File: config.mk
export PLATFORM = sky130hd
export DESIGN_NAME = ikaopll_timing_sequencer_flat
export DESIGN_NICKNAME = d
export VERILOG_FILES = /design/src/rtl/ikaopll_timing_sequencer_pkg.sv /design/src/rtl/ikaopll_timing_sequencer_if.sv /design/src/rtl/ikaopll_phi1_prescaler.sv /design/src/rtl/ikaopll_timing_sequencer.sv /design/src/flat_wrapper.sv
export SDC_FILE = /design/constraint.sdc
export NUM_CORES = 1
export LEC_CHECK = 0
export ABC_AREA = 1
export CAP_MARGIN = 20
export CORE_UTILIZATION = 47
export CTS_BUF_LIST = sky130_fd_sc_hd__clkbuf_16
export CTS_CLUSTER_SIZE = 40
export DETAILED_ROUTE_END_ITERATION = 6
export GPL_ROUTABILITY_DRIVEN = 0
export GPL_TIMING_DRIVEN = 0
export HOLD_SLACK_MARGIN = 0.03
export PLACE_DENSITY = 0.74
export RECOVER_POWER = 100
export SLEW_MARGIN = 10
export SYNTH_ARGS = -nofsm -noshare
export SYNTH_HDL_FRONTEND = slang
export SYNTH_SLANG_ARGS = --single-unit
File: constraint.sdc
create_clock -name i_EMUCLK -period 3.2 [get_ports i_EMUCLK]
set_input_delay 0.8 -clock i_EMUCLK [delete_from_list [all_inputs] [get_ports i_EMUCLK]]
set_output_delay 0.8 -clock i_EMUCLK [all_outputs]
set_load 0.01 [all_outputs]
File: src/rtl/ikaopll_timing_sequencer_pkg.sv
// Shared slot-timing constants and sequencer state encoding for the OPLL timing slice.
package ikaopll_timing_pkg;

    localparam int SLOT_COUNT = 18;
    localparam int SLOT_WIDTH = 5;
    localparam int CH_WIDTH   = 4;

    localparam logic [SLOT_WIDTH-1:0] SLOT_LAST = SLOT_WIDTH'(SLOT_COUNT - 1);

    typedef enum logic [1:0] {
        HOLD,
        FLUSH,
        RUN
    } seq_state_e;

endpackage

File: src/rtl/ikaopll_timing_sequencer_if.sv
// Timing bus fanned out from the sequencer to every slot pipeline in the core.
interface ikaopll_timing_sequencer_if
    import ikaopll_timing_pkg::*;
#(
    parameter int ENVCNT_WIDTH = 12
);

    logic                    o_PHI1PCEN_n;
    logic                    o_PHI1NCEN_n;
    logic [SLOT_WIDTH-1:0]   o_CYCLE;
    logic [CH_WIDTH-1:0]     o_CH;
    logic                    o_OP;
    logic                    o_CYCLE_00;
    logic                    o_CYCLE_17;
    logic [ENVCNT_WIDTH-1:0] o_ENVCNT;
    logic                    o_IC_n;

    modport master (
        output o_PHI1PCEN_n, o_PHI1NCEN_n, o_CYCLE, o_CH, o_OP,
               o_CYCLE_00, o_CYCLE_17, o_ENVCNT, o_IC_n
    );

    modport slave (
        input  o_PHI1PCEN_n, o_PHI1NCEN_n, o_CYCLE, o_CH, o_OP,
               o_CYCLE_00, o_CYCLE_17, o_ENVCNT, o_IC_n
    );

endinterface

File: src/rtl/ikaopll_phi1_prescaler.sv
// Divides phiM ticks into registered, mutually exclusive phi1 positive/negative edge enables.
module ikaopll_phi1_prescaler #(
    parameter int PRESCALE = 4
) (
    input  logic i_EMUCLK,
    input  logic i_RST_n,
    input  logic i_TICK,
    output logic o_PHI1PCEN_n,
    output logic o_PHI1NCEN_n
);

    localparam int P_W = (PRESCALE > 1) ? $clog2(PRESCALE) : 1;
    localparam logic [P_W-1:0] P_LAST = P_W'(PRESCALE - 1);
    localparam logic [P_W-1:0] P_HALF = P_W'(PRESCALE / 2 - 1);

    logic [P_W-1:0] p;

    // Enables are only ever low for the single EMUCLK after a qualifying tick.
    always_ff @(posedge i_EMUCLK or negedge i_RST_n) begin
        if (!i_RST_n) begin
            p            <= '0;
            o_PHI1PCEN_n <= 1'b1;
            o_PHI1NCEN_n <= 1'b1;
        end else if (i_TICK) begin
            p            <= (p == P_LAST) ? '0 : p + 1'b1;
            o_PHI1PCEN_n <= (p != P_LAST);
            o_PHI1NCEN_n <= (p != P_HALF);
        end else begin
            o_PHI1PCEN_n <= 1'b1;
            o_PHI1NCEN_n <= 1'b1;
        end
    end

endmodule

File: src/rtl/ikaopll_timing_sequencer.sv
// OPLL master timing: phi1 enables, 18-slot sequencing, envelope counter, frame-aligned IC release.
// Optional build macro IKAOPLL_TIMING_FREEZE_EN adds i_FREEZE to suspend all phiM-tick activity.
module ikaopll_timing_sequencer
    import ikaopll_timing_pkg::*;
#(
    parameter int PRESCALE     = 4,
    parameter int ENVCNT_WIDTH = 12
) (
    input  logic i_EMUCLK,
    input  logic i_RST_n,
    input  logic i_PHIM_CEN_n,
    input  logic i_IC_n,
`ifdef IKAOPLL_TIMING_FREEZE_EN
    input  logic i_FREEZE,
`endif
    ikaopll_timing_sequencer_if.master tbus
);

    logic                    phim_tick;
    logic                    phi1p_cen_n;
    logic                    phi1n_cen_n;
    logic                    ic_s1;
    logic                    ic_s;
    logic [SLOT_WIDTH-1:0]   slot;
    logic [ENVCNT_WIDTH-1:0] envcnt;
    logic                    frame_wrap;
    seq_state_e              state_q;
    seq_state_e              state_d;

`ifdef IKAOPLL_TIMING_FREEZE_EN
    assign phim_tick = ~i_PHIM_CEN_n & ~i_FREEZE;
`else
    assign phim_tick = ~i_PHIM_CEN_n;
`endif

    ikaopll_phi1_prescaler #(
        .PRESCALE (PRESCALE)
    ) u_prescaler (
        .i_EMUCLK     (i_EMUCLK),
        .i_RST_n      (i_RST_n),
        .i_TICK       (phim_tick),
        .o_PHI1PCEN_n (phi1p_cen_n),
        .o_PHI1NCEN_n (phi1n_cen_n)
    );

    assign frame_wrap = ~phi1p_cen_n & (slot == SLOT_LAST);

    always_ff @(posedge i_EMUCLK or negedge i_RST_n) begin
        if (!i_RST_n) begin
            ic_s1 <= 1'b0;
            ic_s  <= 1'b0;
        end else if (phim_tick) begin
            ic_s1 <= i_IC_n;
            ic_s  <= ic_s1;
        end
    end

    always_ff @(posedge i_EMUCLK or negedge i_RST_n) begin
        if (!i_RST_n) begin
            state_q <= HOLD;
        end else begin
            state_q <= state_d;
        end
    end

    always_comb begin
        state_d = state_q;
        case (state_q)
            HOLD:    if (ic_s) state_d = FLUSH;
            FLUSH:   if (frame_wrap) state_d = RUN;
            RUN:     state_d = RUN;
            default: state_d = HOLD;
        endcase
        if (!ic_s) state_d = HOLD;
    end

    // Slot stays pinned at 0 through the HOLD->FLUSH edge so the flush always spans a whole sweep.
    always_ff @(posedge i_EMUCLK or negedge i_RST_n) begin
        if (!i_RST_n) begin
            slot   <= '0;
            envcnt <= '0;
        end else begin
            if (!ic_s || state_q == HOLD) begin
                slot <= '0;
            end else if (!phi1p_cen_n) begin
                slot <= (slot == SLOT_LAST) ? '0 : slot + 1'b1;
            end

            if (!ic_s) begin
                envcnt <= '0;
            end else if (frame_wrap) begin
                envcnt <= envcnt + 1'b1;
            end
        end
    end

    assign tbus.o_PHI1PCEN_n = phi1p_cen_n;
    assign tbus.o_PHI1NCEN_n = phi1n_cen_n;
    assign tbus.o_CYCLE      = slot;
    assign tbus.o_CH         = CH_WIDTH'(slot >> 1);
    assign tbus.o_OP         = slot[0];
    assign tbus.o_CYCLE_00   = (slot == '0);
    assign tbus.o_CYCLE_17   = (slot == SLOT_LAST);
    assign tbus.o_ENVCNT     = envcnt;
    assign tbus.o_IC_n       = (state_q == RUN);

endmodule

File: src/flat_wrapper.sv
// flat-port wrapper written by rule: the top's interface ports become plain ports
module ikaopll_timing_sequencer_flat import ikaopll_timing_pkg::*;
#(
    parameter int PRESCALE     = 4,
    parameter int ENVCNT_WIDTH = 12
)
  (i_EMUCLK, i_RST_n, i_PHIM_CEN_n, i_IC_n, tbus_o_PHI1PCEN_n, tbus_o_PHI1NCEN_n, tbus_o_CYCLE, tbus_o_CH, tbus_o_OP, tbus_o_CYCLE_00, tbus_o_CYCLE_17, tbus_o_ENVCNT, tbus_o_IC_n);
  ikaopll_timing_sequencer_if #(.ENVCNT_WIDTH(ENVCNT_WIDTH)) tbus_i ();
  input  logic i_EMUCLK;
  input  logic i_RST_n;
  input  logic i_PHIM_CEN_n;
  input  logic i_IC_n;
  output wire logic [$bits(tbus_i.o_PHI1PCEN_n)-1:0] tbus_o_PHI1PCEN_n;
  output wire logic [$bits(tbus_i.o_PHI1NCEN_n)-1:0] tbus_o_PHI1NCEN_n;
  output wire logic [$bits(tbus_i.o_CYCLE)-1:0] tbus_o_CYCLE;
  output wire logic [$bits(tbus_i.o_CH)-1:0] tbus_o_CH;
  output wire logic [$bits(tbus_i.o_OP)-1:0] tbus_o_OP;
  output wire logic [$bits(tbus_i.o_CYCLE_00)-1:0] tbus_o_CYCLE_00;
  output wire logic [$bits(tbus_i.o_CYCLE_17)-1:0] tbus_o_CYCLE_17;
  output wire logic [$bits(tbus_i.o_ENVCNT)-1:0] tbus_o_ENVCNT;
  output wire logic [$bits(tbus_i.o_IC_n)-1:0] tbus_o_IC_n;
  assign tbus_o_PHI1PCEN_n = tbus_i.o_PHI1PCEN_n;
  assign tbus_o_PHI1NCEN_n = tbus_i.o_PHI1NCEN_n;
  assign tbus_o_CYCLE = tbus_i.o_CYCLE;
  assign tbus_o_CH = tbus_i.o_CH;
  assign tbus_o_OP = tbus_i.o_OP;
  assign tbus_o_CYCLE_00 = tbus_i.o_CYCLE_00;
  assign tbus_o_CYCLE_17 = tbus_i.o_CYCLE_17;
  assign tbus_o_ENVCNT = tbus_i.o_ENVCNT;
  assign tbus_o_IC_n = tbus_i.o_IC_n;
  ikaopll_timing_sequencer #(.PRESCALE(PRESCALE), .ENVCNT_WIDTH(ENVCNT_WIDTH)) u_core (.i_EMUCLK(i_EMUCLK), .i_RST_n(i_RST_n), .i_PHIM_CEN_n(i_PHIM_CEN_n), .i_IC_n(i_IC_n), .tbus(tbus_i));
endmodule
==> After elaboration in Yosys (flattened, before gate mapping) <==
Index checks and enable logic that the tools add are counted.
{ "word_totals": {"ff_bits": 25, "input_bits": 4, "output_inout_bits": 27, "elab_cells": 37} }
{ "classes": {"n_addsub": 3, "eq_ne": 9, "muxes": 11, "bitwise": 2, "reduce_logical": 4} }
{ "op_table": {"columns": ["cell", "n"], "rows": [
  ["$mux 12", 2],
  ["$mux 5", 3],
  ["$add 12x1->12 const B", 1],
  ["$mux 2", 3],
  ["$pmux 2 s3", 1],
  ["$add 5x1->5 const B", 1],
  ["$eq 5x5->1 const B", 1],
  ["$logic_not 5->1", 1],
  ["$eq 2x2->1 const B", 2],
  ["$ne 2x1->1 const B", 2],
  ["$ne 2x2->1 const B", 2],
  ["$ne 3x3->1 const B", 1],
  ["$add 2x1->2 const B", 1],
  ["$eq 2x1->1 const B", 1],
  ["$logic_not 2->1", 1],
  ["$mux 1", 2],
  ["$and 1x1->1", 1],
  ["$logic_not 1->1", 1],
  ["$logic_or 1x1->1", 1],
  ["$not 1->1", 1]
]} }

==> Depth between registers and ports, before layout <==
Gate-level depths: netlist of the first run.
{ "depth": {"depth_word": 5, "ltp_mapped": 10, "mapped_depth_nobuf": 10} }

==> Cells and area by module <==
A second synthesis of the first run with hierarchy kept.
{ "unflattened": {"hier_cells": 178, "hier_area_um2": 1420.1} }
{ "modules_own_cells": {"columns": ["module", "n_inst", "cells_per_inst", "area_per_inst_um2", "seq_area_each_um2"], "rows": [
  ["ikaopll_timing_sequencer", 1, 162, 1253.7, 525.5],
  ["ikaopll_phi1_prescaler", 1, 16, 166.4, 102.6]
]} }

==> Least setup slack after synthesis of the first run <==
OpenSTA, ideal clock, no wires.
{ "synth_timing": {"path_kind": "reg2out", "from": "register u_core.slot[1], in the netlist u_core.tbus.o_CYCLE[1]", "to": "output port tbus_o_CYCLE_17", "t_arrival_ns": 0.987, "required_ns": 2.400, "slack_ns": 1.413, "path_stages_with_launch": 7, "path_buffers": 0, "path_cell_list": "dfrtp_1 > inv_1 > ha_1 > nand2_1 > inv_1 > nand2_1 > inv_1"} }
{ "synth_via": {"elab_chain_len": 1} }
{ "synth_rtl": {"columns": ["element", "line_no", "text"], "rows": [
  ["start: declaration", "ikaopll_timing_sequencer.sv:24", "logic [SLOT_WIDTH-1:0] slot;"],
  ["start signal: assignment", "ikaopll_timing_sequencer.sv:86", "slot <= (slot == SLOT_LAST) ? '0 : slot + 1'b1;"],
  ["$eq 5x5->1", "ikaopll_timing_sequencer.sv:103", "assign tbus.o_CYCLE_17 = (slot == SLOT_LAST);"],
  ["end: declaration", "flat_wrapper.sv:19", "output wire logic [$bits(tbus_i.o_CYCLE_17)-1:0] tbus_o_CYCLE_17;"]
]} }
No other way between the ends.

==> Worst setup path in the final report of the first run <==
Ends and elaborated chain as after synthesis.

==> impl_metrics.yaml, run 1 <==
outcome:
  status: "finished, violations left"
  failed_checks: "DRC"
synth:
  yosysMostFrequentCell: "nand2_1"
  synthSimpleGateAreaFrac: 0.3010
  netlist_area_mm2: 0.001434
  synthTopCellsByArea: "dfrtp_1 40%, nand2_1 12%, ha_1 8.7%"
  synthCells: 180
  synth_compound_area_frac: 0.07504
  synthAdderAreaFrac: 0.08726
  synth-seq-cells: 25
  muxShareOfSynthArea: 0
  synthXorXnorAreaFrac: 0.006108
  synth.avg_cell_area_um2: 7.966
  async_flop_share: 1.000
  synth_nets: 194
  synth-main-ff-cell: "dfrtp_1"
  synth-edff-count: 0
  ys_warn_count: 0
  synth_top_family_by_area: "simple AND/OR/NAND/NOR gates"
  synth_commonest_cells: "44 x nand2_1, 23 x dfrtp_1, 22 x inv_1"
  yosys.area.top_type: "dfrtp_1"
  ys_types: 24
  yosysSeqAreaShare: 0.4380
  synth_top_area_frac: 0.4014
global_routing:
  grt_pass1_vias: 1225
  grt_usage: 0.2071
  antenna_found_initial: 0
  grt_pass1_wl_mm: 5.209
  grt_max_degree: 16
  grt-ovfl-total: 0
power_and_ir_drop:
  switching_power_w: 0.0002058
  power.internal_w: 0.0005687
  seq_power_share: 0.481
  pwr_density_cell_mw_per_mm2: 425.2
  p_leak_nw: 0.9039
  swShare: 0.2657
  pwr-share-clk: 0.359
  pwr-share-comb: 0.160
  peakVddDrop_v: 0.0003078
clocking:
  clock_latency_ns: 0.26
  cts_tree: "done"
  numCtsBuffers: 3
  cts.sinks: 25
  postCtsHoldBufs: 0
  cts_setup_buffers: 0
  clk_pin_slew_ns: 0.06
  htree_levels: 1
  cts_resized: 0
  clock_path_buffers: 2
  cts_root_buf: "clkbuf_16"
sta:
  clock.fmax_mhz: 376.9
  rsz0062_at_grt: "no"
  worst_pin_slew_ns: 0.8293
  fin_setup_tns_ns: 0
  drv_slew: 0
  final.setup_skew_ns: 0.003542
  setup_viol: 0
  finalCriticalPeriod_ns: 2.653
  hold_violations: 0
  min_period_over_period: 0.8291
  whs_ns: 0.4813
  relSlewSlack: 0.4472
detailed_routing:
  highest_layer: "met4"
  drc: 2
  drt-pass1-iter-count: 6
  wl_met3_um: 99
  wl_mm: 3.053
  drt_iter0_drc: 96
  routed_via_density: 5.203
  final_antenna_net_count: 0
  wl_per_cell_um: 12.41
  route.vias.total: 1280
  wl_met1_mm: 1.339
  wl_met2_mm: 1.576
job:
  cap_violations: 0
critical_path:
  slowest_stage: "dlygate4sd3_1"
  max_stage_delay_ns: 0.60
  endpoint_kind: "output pin"
  cp.required_ns: 2.40
  crit_buf_inv: 4
  crit_arrival_ns: 1.85
  critPathMaxFanout: 5
  crit_top_cell: "inv_1"
  critPathTopFamily: "buffers and inverters"
  startpoint_type: "register"
  crit_type: "register to output pin"
  cp_cell_sequence: "inv_1, ha_1, nand2_1, inv_1, nand2_1, inv_1, dlygate4sd3_1"
cells_and_area:
  utilization: 0.6440
  nNetsFinal: 230
  drive_gt1_frac: 0.07442
  antenna-diode-count: 0
  area_growth_pct: 27.05
floorplan:
  start_util: 0.5069
  core_mm2: 0.002829
  fp-row-count: 19
  die_h_um: 57.24
  die_area_mm2: 0.003276
  ioPinCount: 31
  die_x_um: 57.24
placement:
  place_hpwl_mm: 2.275
  portBuffers: 30
worst_hold_path:
  min_path_type: "register to register"
-- flip-flops by register name, indices dropped and copies added, names as in the netlist --
name and count:
u_core.ic_s 1, u_core.ic_s1 1, u_core.state_q 2, u_core.tbus.o_CYCLE 5
u_core.tbus.o_ENVCNT 12, u_core.u_prescaler.o_PHI1NCEN_n 1, u_core.u_prescaler.o_PHI1PCEN_n 1, u_core.u_prescaler.p 2
-- tightest hold or removal path, delay by kind of cell, from the launching register on --
family           cells  cell delay [ns]
flip-flops           1             0.34
AND/OR/NAND/NOR      2             0.10
-- metal layers --
layer / up-vias / global-route usage
li1: 636 / -
met1: 611 / 0.2540
met2: 28 / 0.3647
met3: 5 / 0.03401
met4: 0 / 0.08014
met5: - / 0
-- kinds of logic (layout without fill, tap and decap cells) --
group,after synthesis,in the layout
fa+ha+maj,10,10
flops,25,25
buf+inv,30,65
compound gates,21,21
simple gates,93,93
xor+xnor,1,1
-- layout make-up --
type,count,area (um2)
clock inverters,1,5.005
repair buffers,31,304.0
well taps,31,38.79
inverters,24,91.34
fillers,250,1007
multi-input cells,125,638.1
flip-flops and latches,25,628.1
clock buffers,3,75.07
plain buffers,6,41.29
-- layout by cell type (no fill, tap or decap), drive strengths merged --
cell type and count:
o21a 1, dfrtp 23, nor3b 1, o21ai 13
dlygate4sd3 29, clkbuf 5, a21oi 7, nor2 26
nand4 4, buf 5, ha 10, clkinv 1
dfstp 2, inv 23, clkinvlp 1, nor3 4
nand2 45, xor2 1, clkdlybuf4s50 1, nand3 13
-- per-stage QoR --
step | instances | setup WS (ns) | cell area (um2) | total power [W]
floorplan | 180 | 1.413 | 1434 | 0.0004574
global placement | 241 | 0.8858 | 1773 | 0.0005027
detailed placement | 242 | 0.8595 | 1800 | 0.0005195
CTS | 246 | 0.5720 | 1881 | 0.0007953
global route | 246 | 0.4627 | 1822 | 0.0008170
finish | 246 | 0.5468 | 1822 | 0.0007745
-- path summary, 6_finish.rpt --
path / endpoint / slack (ns) / cells past startpoint / from
worst min register to register: u_core.ic_s1 / 0.48 / 2 / u_core.ic_s1
worst max register to register: u_core.tbus.o_ENVCNT[11] / 1.42 / 9 / u_core.tbus.o_CYCLE[1]
worst max-delay path: tbus_o_CYCLE_17 / 0.55 / 7 / u_core.tbus.o_CYCLE[1]
max in group asynchronous: u_core.tbus.o_ENVCNT[5] / 1.16 / 2 / i_RST_n
min in group asynchronous: u_core.tbus.o_ENVCNT[3] / 0.94 / 1 / i_RST_n
worst min-delay path: u_core.ic_s1 / 0.48 / 2 / u_core.ic_s1
-- power by group through the flow --
stage | clock network [W] | logic [W] | registers (W)
finish | 0.000278 | 0.000124 | 0.000373
global route | 0.000296 | 0.000144 | 0.000377
CTS | 0.000280 | 0.000142 | 0.000373
detailed placement | 0 | 0.000140 | 0.000379
global placement | 0 | 0.000126 | 0.000377
floorplan | 0 | 0.0000791 | 0.000378
No activity file was read; power rests on OpenSTA's default activity.
==> run 2: changes to the inputs <==
==> constraint.sdc (replaced) <==
create_clock -name i_EMUCLK -period 2.54 [get_ports i_EMUCLK]
set_input_delay 0.635 -clock i_EMUCLK [delete_from_list [all_inputs] [get_ports i_EMUCLK]]
set_output_delay 0.635 -clock i_EMUCLK [all_outputs]
set_load 0.01 [all_outputs]
==> impl_metrics.yaml, run 2 (synthesis results as in run 1) <==
sta:
  relSlewSlack: 0.4645
  final.setup_skew_ns: 0.003533
  setup_viol: 0
  drv_slew: 0
  hold_violations: 0
  fin_setup_tns_ns: 0
  finalCriticalPeriod_ns: 2.356
  worst_pin_slew_ns: 0.8033
  min_period_over_period: 0.9276
  clock.fmax_mhz: 424.4
  rsz0062_at_grt: "no"
global_routing:
  antenna_found_initial: 0
  grt_max_degree: 16
  grt-ovfl-total: 0
  grt_pass1_vias: 1225
  grt_pass1_wl_mm: 5.209
  grt_usage: 0.2071
power_and_ir_drop:
  pwr_density_cell_mw_per_mm2: 533.5
  p_leak_nw: 0.9051
  peakVddDrop_v: 0.0003883
placement:
  place_hpwl_mm: 2.275
  dp_cells: 242
  portBuffers: 30
  postPlaceCellArea_mm2: 0.001800
cells_and_area:
  utilization: 0.6466
  antenna-diode-count: 0
  largest_reg_flops: 12
  area_growth_pct: 27.57
  final_cells: 247
  nNetsFinal: 231
  nFillCells: 250
  fin_area_mm2: 0.001829
  drive_gt1_frac: 0.07870
  final_common_cell: "nand2_1"
  final_cell_mix: "45 x nand2_1, 28 x dlygate4sd3_1, 25 x nor2_1"
floorplan:
  start_util: 0.5069
  die_area_mm2: 0.003276
  fp-row-count: 19
  core_mm2: 0.002829
  die_x_um: 57.24
  ioPinCount: 31
  die_h_um: 57.24
outcome:
  failed_checks: "DRC"
  status: "finished, violations left"
critical_path:
  endpoint_kind: "output pin"
  crit_arrival_ns: 1.72
  crit_type: "register to output pin"
  startpoint_type: "register"
  critPathMaxFanout: 6
  cp.required_ns: 1.90
clocking:
  postCtsHoldBufs: 0
  cts_root_buf: "clkbuf_16"
  numCtsBuffers: 3
  htree_levels: 1
  cts_tree: "done"
  clock_latency_ns: 0.26
  clock_path_buffers: 2
  clk_pin_slew_ns: 0.06
  cts.sinks: 25
detailed_routing:
  route.vias.total: 1279
  drt_iter0_drc: 68
  wl_per_cell_um: 12.42
  routed_via_density: 5.178
  drt-pass1-iter-count: 6
  wl_mm: 3.068
  final_antenna_net_count: 0
  drc: 2
job:
  cap_violations: 0
worst_hold_path:
  min_path_type: "register to register"
## run 2: changes by cell type in the layout (fill, tap and decap cells not counted)
cell | previous run | this run
dlygate4sd3_1 | 29 | 28
buf_4 | 5 | 6
clkdlybuf4s25_1 | 0 | 1
## run 2: area by class of cell
type	count	area (um2)	area share
clock buffer	3	75.07	0.04104
sequential	25	628.1	0.3434
timing repair buffer	32	311.5	0.1703
tap	31	38.79	0.02120
inverter	24	91.34	0.04993
clock inverter	1	5.005	0.002736
buffer	6	41.29	0.02257
multi-input combinational	125	638.1	0.3488
## run 2: stage by stage
| step | total power, W | hold WS, ns | setup WS [ns] |
|---|---|---|---|
| global placement | 0.0006334 | 0.4644 | 0.3908 |
| detailed placement | 0.0006546 | 0.4658 | 0.3645 |
| CTS | 0.001002 | 0.4837 | 0.07699 |
| finish | 0.0009759 | 0.4814 | 0.1838 |
| global route | 0.001029 | 0.5247 | 0.1150 |
| floorplan | 0.0005763 | 0.3394 | 0.9183 |
## run 2: power by group
part / switching, W / internal, W / leakage (nW)
combinational: 0.0000913 / 0.0000648 / 0.531
clock: 0.000138 / 0.000212 / 0.0409
sequential: 0.0000298 / 0.000440 / 0.334
total: 0.000259 / 0.000717 / 0.905
## run 2: final timing paths
path	slack, ns	endpoint	from	depth (start not counted)
max in group asynchronous	0.69	u_core.tbus.o_ENVCNT[7]	i_RST_n	2
min	0.48	u_core.ic_s1	u_core.ic_s1	2
min reg2reg	0.48	u_core.ic_s1	u_core.ic_s1	2
min in group asynchronous	0.77	u_core.tbus.o_ENVCNT[3]	i_RST_n	1
max	0.18	tbus_o_CYCLE_00	u_core.tbus.o_CYCLE[0]	5
max reg2reg	0.77	u_core.tbus.o_ENVCNT[11]	u_core.tbus.o_CYCLE[1]	9
## run 2: repair_timing
action | in CTS | in global routing
setup buffers | 0 | 1
endpoints found under the setup margin | 0 | 1
resized for setup | 0 | 1
## run 2: critical path, stage by stage (launching register included)
cell           delay, ns
dfrtp_1             0.45
inv_1               0.10
ha_1                0.21
nand2_1             0.07
nor2_1              0.04
dlygate4sd3_1       0.60
## run 2: per-layer routing
layer	global-route usage	up-vias	share of wire
met1	0.2540	611	0.44
li1	-	639	-
met2	0.3647	24	0.52
met4	0.08014	0	0.012
met5	0	-	0
met3	0.03401	5	0.032
==> run 3: changes to the inputs <==
--- a/config.mk
+++ b/config.mk
@@ -13,7 +13,7 @@
 export DETAILED_ROUTE_END_ITERATION = 6
 export GPL_ROUTABILITY_DRIVEN = 0
 export GPL_TIMING_DRIVEN = 0
-export HOLD_SLACK_MARGIN = 0.03
+export HOLD_SLACK_MARGIN = 0.06
 export PLACE_DENSITY = 0.74
 export RECOVER_POWER = 100
 export SLEW_MARGIN = 10
==> results of run 3 <==
Same layout as run 2: the final DEF is identical, and so are final timing and power.
